===== config.mk =====
export PLATFORM = sky130hd
export DESIGN_NAME = sseg_scan_mux_flat
export DESIGN_NICKNAME = d
export VERILOG_FILES = /design/src/rtl/sseg_pkg.sv /design/src/rtl/sseg_scan_mux_if.sv /design/src/rtl/sseg_tick_gen.sv /design/src/rtl/sseg_scan_mux.sv /design/src/flat_wrapper.sv
export SDC_FILE = /design/constraint.sdc
export NUM_CORES = 1
export LEC_CHECK = 0
export ABC_AREA = 1
export CORE_AREA = 2 2 76 78
export CTS_BUF_LIST = sky130_fd_sc_hd__clkbuf_4 sky130_fd_sc_hd__clkbuf_8 sky130_fd_sc_hd__clkbuf_16
export CTS_CLUSTER_DIAMETER = 100
export DETAILED_ROUTE_END_ITERATION = 7
export DIE_AREA = 0 0 78 80
export DONT_BUFFER_PORTS = 1
export GPL_ROUTABILITY_DRIVEN = 0
export PLACE_DENSITY = 0.84
export SLEW_MARGIN = 5
export SYNTH_ARGS = -nofsm -noshare
export SYNTH_HDL_FRONTEND = slang
export SYNTH_SLANG_ARGS = --single-unit

===== constraint.sdc =====
create_clock -name clk -period 2.76 [get_ports clk]
set_clock_uncertainty 0.2 [all_clocks]
set_input_delay 0.552 -clock clk [delete_from_list [all_inputs] [get_ports clk]]
set_output_delay 0.552 -clock clk [all_outputs]
set_load 0.02 [all_outputs]

===== src/rtl/sseg_pkg.sv =====
// Shared types and helpers for the four-digit seven-segment scanner.
// Holds the scan state enum, display geometry and the leading-zero mask.
package sseg_pkg;

   localparam int NUM_DIGITS = 4;
   localparam int NIB_W      = 4;
   localparam int CNT_W      = 20;

   typedef enum logic [1:0] {
      IDLE  = 2'd0,
      BLANK = 2'd1,
      SHOW  = 2'd2
   } state_t;

   // Bit i set means digit i is a leading zero: it and every higher digit are 0 with no dp.
   function automatic logic [NUM_DIGITS-1:0] lz_mask(
      input logic [NUM_DIGITS*NIB_W-1:0] val,
      input logic [NUM_DIGITS-1:0]       dp
   );
      logic [NUM_DIGITS-1:0] m;
      logic                  zero_run;
      m        = '0;
      zero_run = 1'b1;
      for (int i = NUM_DIGITS-1; i > 0; i--) begin
         zero_run = zero_run && (val[i*NIB_W +: NIB_W] == '0) && !dp[i];
         m[i]     = zero_run;
      end
      return m;
   endfunction

endpackage


===== src/rtl/sseg_scan_mux_if.sv =====
// Load port of the display scanner: valid/ready transfer of four digits plus dp bits.
interface sseg_scan_mux_if;
   import sseg_pkg::*;

   logic                        load_valid;
   logic                        load_ready;
   logic [NUM_DIGITS*NIB_W-1:0] load_data;
   logic [NUM_DIGITS-1:0]       load_dp;

   modport master (
      output load_valid,
      output load_data,
      output load_dp,
      input  load_ready
   );

   modport slave (
      input  load_valid,
      input  load_data,
      input  load_dp,
      output load_ready
   );

endinterface


===== src/rtl/sseg_tick_gen.sv =====
// Slot timer: counts cycles within a digit slot and flags the end of blanking and of the slot.
module sseg_tick_gen
   import sseg_pkg::*;
#(
   parameter int CLK_DIV      = 50000,
   parameter int BLANK_CYCLES = 1000
) (
   input  logic clk,
   input  logic rst,
   input  logic run,
   output logic blank_end,
   output logic slot_end
);

   logic [CNT_W-1:0] cnt;

   always_ff @(posedge clk) begin
      if (rst || !run) begin
         cnt <= '0;
      end else if (slot_end) begin
         cnt <= '0;
      end else begin
         cnt <= cnt + 1'b1;
      end
   end

   assign slot_end  = (cnt == CNT_W'(CLK_DIV - 1));
   // With no blanking there is no BLANK state, so the strobe is never needed.
   assign blank_end = (BLANK_CYCLES != 0) && (cnt == CNT_W'(BLANK_CYCLES - 1));

endmodule


===== src/rtl/sseg_scan_mux.sv =====
// Four-digit common-anode scanner: shadow-buffered load, per-slot blanking, registered outputs.
// Display contents change only at frame boundaries (or immediately while idle).
module sseg_scan_mux
   import sseg_pkg::*;
#(
   parameter int CLK_DIV      = 50000,
   parameter int BLANK_CYCLES = 1000,
   parameter int LZ_BLANK     = 1
) (
   input  logic                  clk,
   input  logic                  rst,
   input  logic                  enable,
   sseg_scan_mux_if.slave        ld,
   output logic [NIB_W-1:0]      digit_nib,
   output logic [NUM_DIGITS-1:0] digit_en_n,
   output logic                  dp_n,
   output logic                  frame_done
);

   localparam logic [NUM_DIGITS-1:0] ALL_OFF = '1;

   state_t                      st, st_nxt;
   logic [1:0]                  idx, idx_nxt;
   logic [NUM_DIGITS*NIB_W-1:0] disp, disp_nxt, shadow;
   logic [NUM_DIGITS-1:0]       disp_dp, dp_nxt, shadow_dp;
   logic                        shadow_full;
   logic                        run, blank_end, slot_end, boundary, commit, accept;
   logic [NUM_DIGITS-1:0]       lz;
   logic [NIB_W-1:0]            nib_nxt;
   logic [NUM_DIGITS-1:0]       en_n_nxt;
   logic                        dpn_nxt;

   assign run      = enable && (st != IDLE);
   assign boundary = enable && (st == SHOW) && slot_end && (idx == 2'd3);
   assign commit   = shadow_full && ((st == IDLE) || boundary);
   assign accept   = ld.load_valid && !shadow_full;
   assign ld.load_ready = !shadow_full;

   sseg_tick_gen #(
      .CLK_DIV      (CLK_DIV),
      .BLANK_CYCLES (BLANK_CYCLES)
   ) u_tick (
      .clk       (clk),
      .rst       (rst),
      .run       (run),
      .blank_end (blank_end),
      .slot_end  (slot_end)
   );

   always_ff @(posedge clk) begin
      if (rst) begin
         st  <= IDLE;
         idx <= '0;
      end else begin
         st  <= st_nxt;
         idx <= idx_nxt;
      end
   end

   always_comb begin
      st_nxt  = st;
      idx_nxt = idx;
      if (!enable) begin
         st_nxt  = IDLE;
         idx_nxt = '0;
      end else begin
         case (st)
            IDLE: begin
               st_nxt  = (BLANK_CYCLES == 0) ? SHOW : BLANK;
               idx_nxt = '0;
            end
            BLANK: begin
               if (blank_end) st_nxt = SHOW;
            end
            SHOW: begin
               if (slot_end) begin
                  st_nxt  = (BLANK_CYCLES == 0) ? SHOW : BLANK;
                  idx_nxt = idx + 2'd1;
               end
            end
            default: st_nxt = IDLE;
         endcase
      end
   end

   // Outputs are decoded from the next state and next display so they register in step with the FSM.
   assign disp_nxt = commit ? shadow    : disp;
   assign dp_nxt   = commit ? shadow_dp : disp_dp;

   always_comb begin
      nib_nxt  = digit_nib;
      en_n_nxt = ALL_OFF;
      dpn_nxt  = 1'b1;
      lz       = (LZ_BLANK != 0) ? lz_mask(disp_nxt, dp_nxt) : '0;
      if (st_nxt == SHOW) begin
         nib_nxt = disp_nxt[{idx_nxt, 2'b00} +: NIB_W];
         if (!lz[idx_nxt]) begin
            en_n_nxt[idx_nxt] = 1'b0;
            dpn_nxt           = !dp_nxt[idx_nxt];
         end
      end
   end

   always_ff @(posedge clk) begin
      if (rst) begin
         digit_nib  <= '0;
         digit_en_n <= ALL_OFF;
         dp_n       <= 1'b1;
         frame_done <= 1'b0;
      end else begin
         digit_nib  <= nib_nxt;
         digit_en_n <= en_n_nxt;
         dp_n       <= dpn_nxt;
         frame_done <= boundary;
      end
   end

   always_ff @(posedge clk) begin
      if (rst) begin
         disp        <= '0;
         disp_dp     <= '0;
         shadow_full <= 1'b0;
      end else if (commit) begin
         disp        <= shadow;
         disp_dp     <= shadow_dp;
         shadow_full <= 1'b0;
      end else if (accept) begin
         shadow_full <= 1'b1;
      end
   end

   // A pending value is dropped on reset by clearing the full flag alone.
   always_ff @(posedge clk) begin
      if (accept) begin
         shadow    <= ld.load_data;
         shadow_dp <= ld.load_dp;
      end
   end

endmodule

===== src/flat_wrapper.sv =====
// flat-port wrapper written by rule: the top's interface ports become plain ports
module sseg_scan_mux_flat import sseg_pkg::*;
#(
   parameter int CLK_DIV      = 50000,
   parameter int BLANK_CYCLES = 1000,
   parameter int LZ_BLANK     = 1
)
  (clk, rst, enable, digit_nib, digit_en_n, dp_n, frame_done, ld_load_valid, ld_load_data, ld_load_dp, ld_load_ready);
  sseg_scan_mux_if ld_i ();
  input  logic clk;
  input  logic rst;
  input  logic enable;
  output logic [NIB_W-1:0] digit_nib;
  output logic [NUM_DIGITS-1:0] digit_en_n;
  output logic dp_n;
  output logic frame_done;
  input wire logic [$bits(ld_i.load_valid)-1:0] ld_load_valid;
  input wire logic [$bits(ld_i.load_data)-1:0] ld_load_data;
  input wire logic [$bits(ld_i.load_dp)-1:0] ld_load_dp;
  output wire logic [$bits(ld_i.load_ready)-1:0] ld_load_ready;
  assign ld_i.load_valid = ld_load_valid;
  assign ld_i.load_data = ld_load_data;
  assign ld_i.load_dp = ld_load_dp;
  assign ld_load_ready = ld_i.load_ready;
  sseg_scan_mux #(.CLK_DIV(CLK_DIV), .BLANK_CYCLES(BLANK_CYCLES), .LZ_BLANK(LZ_BLANK)) u_core (.clk(clk), .rst(rst), .enable(enable), .ld(ld_i), .digit_nib(digit_nib), .digit_en_n(digit_en_n), .dp_n(dp_n), .frame_done(frame_done));
endmodule

==> flow_summary.yaml <==
timing:
  slew_viol_final: 0
  worst_pin_slew_ps: 510.1
  finalSetupTns_ps: 0
  final-hold-violation-count: 0
  max_freq_mhz: 397.6
  setup_violations: 0
  maxSlewHeadroom_pct: 65.73
  post-route-period-util_pct: 91.13
  rsz0062_at_grt: "no"
  min_period_ps: 2515
route:
  ant_nets: 0
  drtIter0Drc: 181
  vias_per_cell: 5.305
  drt_pass1_iterations: 4
  drt_drc_violations_left: 0
  wire_per_inst_um: 13.36
  vias: 2467
  finalWirelength_mm: 6.211
final_layout:
  fill_cells: 456
  drive_above_1_share_pct: 16.03
  syn2layout_area_growth_pct: 7.985
  stdcell_count: 465
  nets: 414
  final_cell_mix: "nand2_1, dfxtp_1, nor2_1, inv_1, nand3_1"
  final_util_pct: 65.12
  final_common_cell: "nand2_1"
  antenna_cells: 0
global_route:
  grt_pass1_wl_mm: 10.68
  use_met3_pct: 5.995
  grt_util_all_layers_pct: 22.14
  grt_overflow: 0
  met1_usage_pct: 26.22
  grt_pass1_vias: 2403
  grt_util_met2_pct: 36.47
  grt_max_degree: 33
  antenna_found_initial: 0
  busiest_layer: "met2"
placed_design:
  placedCellCount: 449
  port_buffers: 0
  dp_hpwl_mm: 4.453
clock_network:
  clkTransAtPathRegs_ps: 80
  cts_hold_buffers: 0
  cts_tree: "yes"
  htree_num_levels: 3
  clockBufferDepth: 2
  postCtsSetupRepairBufs: 0
  cts_buffers: 9
  cts_resized: 0
  worstSkewPairLatency_ps: 350
  clock_sinks: 75
  root_buffer: "clkbuf_8"
synthesis:
  yosysTopAreaCell: "dfxtp_1"
  synth.avg_cell_area_sq_um: 8.488
  synth-seq-area-share_pct: 52.21
  ys.flop_type: "dfxtp_1"
  synth_cell_types: 41
  ys_async_sr_fraction_pct: 0
  synth_nets: 410
  syn_inst: 384
  ys_seq_elements: 75
  synth_area_leaders: "dfxtp_1, edfxtp_1, nand2_1"
  synth_warnings: 0
  syn_area_sq_um: 3259
  netlist.area_leader.share_pct: 33.78
  synth_edf_count: 20
pwr:
  cellLeakagePower_nw: 1.454
  ir_drop_mv: 0.5009
  power_density_nw_per_um2: 628.5
worst_setup_path:
  max_stage_delay_ps: 350
  critPathSlowestCell: "dfxtp_1"
  crit_path_end_kind: "flop"
  cp_max_fo: 32
  worst-endpoint-required_ps: 2850
  cp_cell_sequence: "ha_1 > nand3_2 > nor2_2 > nand4_2 > nand2_4 > nand2_4 > o21ai_1 > nand2_1 > o21bai_1 > nand3_2 > nand3_1"
  cp_data_arrival_time_ps: 2600
  crit_type: "reg -> reg"
  cp-start-kind: "flop"
floorplanning:
  pin_count: 35
  coreArea_sq_um: 5405
  die_h_um: 80
  initial_utilization_pct: 60.30
  die_area_sq_um: 6240
  rows: 27
  dieWidth_um: 78
min_path:
  hold_class: "in -> reg"
flow_run:
  cap_violations: 0
status:
  run_status: "complete, no violations"
[cells by family after synthesis]
logic type	share of synthesized area, %
compound gates	9.213
xor+xnor	0.5375
fa+ha+maj	0.7676
buf+inv	7.217
flops	52.21
simple gates	30.06
[synth_stat cells (all sizes together) (5+ instances only)]
cell	count
a21oi	18
clkbuf	5
dfxtp	55
edfxtp	20
inv	49
nand2	86
nand3	28
nor2	59
nor3	8
o21ai	19
[state kept, by name, indices dropped and copies added, names as in the netlist]
signal              cells
u_core.u_tick.cnt      20
u_core.disp            16
u_core.shadow          16
u_core.digit_en_n       4
u_core.digit_nib        4
u_core.disp_dp          4
u_core.shadow_dp        4
u_core.idx              2
u_core.st               2
u_core.dp_n             1
u_core.frame_done       1
u_core.shadow_full      1
[routing by layer]
layer	vias to the layer above	part of all wire, %
li1	1249	-
met1	1137	44
met2	59	48
met3	22	4.4
met4	0	3.4
met5	-	0
[metrics by stage]
| step | power (W) | hold slack (ps) | setup WS, ps | area, sq um |
|---|---|---|---|---|
| final | 0.002212 | 73.24 | 244.9 | 3520 |
| after global routing | 0.002288 | 58.48 | 39.88 | 3520 |
| after CTS | 0.002221 | 60.71 | 262.5 | 3520 |
| after detailed placement | 0.001350 | 242.9 | 318.0 | 3313 |
| after global placement | 0.001344 | 231.1 | 456.5 | 3313 |
| after floorplan | 0.001331 | 217.5 | 705.2 | 3259 |
[critical path, delay by kind of cell, from the launching register on]
| family | cells | cell delay [ps] |
|---|---|---|
| and+or+nand+nor | 8 | 1210 |
| AOI/OAI and AO/OA | 2 | 480 |
| DFF | 1 | 350 |
| adders and majority gates | 1 | 210 |
[report_power, final]
group	switching (W)	leakage, nW	internal [W]
logic	0.0000920	0.708	0.0000424
registers	0.0000177	0.638	0.00117
clock network	0.000388	0.108	0.000498
[path summary, 6_finish.rpt]
check,end,depth (start not counted),slack (ps),from
hold reg to reg,u_core.u_tick.cnt[0],1,250,u_core.u_tick.cnt[0]
setup / recovery,u_core.digit_en_n[0],11,240,u_core.u_tick.cnt[0]
hold / removal,u_core.disp_dp[2],1,70,rst
setup reg to reg,u_core.digit_en_n[0],11,240,u_core.u_tick.cnt[0]
[cell type report]
cell class	count	area, sq um	area share (%)
clock buffers	9	123.9	3.519
multi-input cells	251	1323	37.58
inverters	49	183.9	5.226
repair buffers	2	15.01	0.4266
clock inverters	7	82.58	2.346
flip-flops and latches	75	1702	48.35
well taps	72	90.09	2.560
Note: power is estimated with default switching activity, not from simulation.
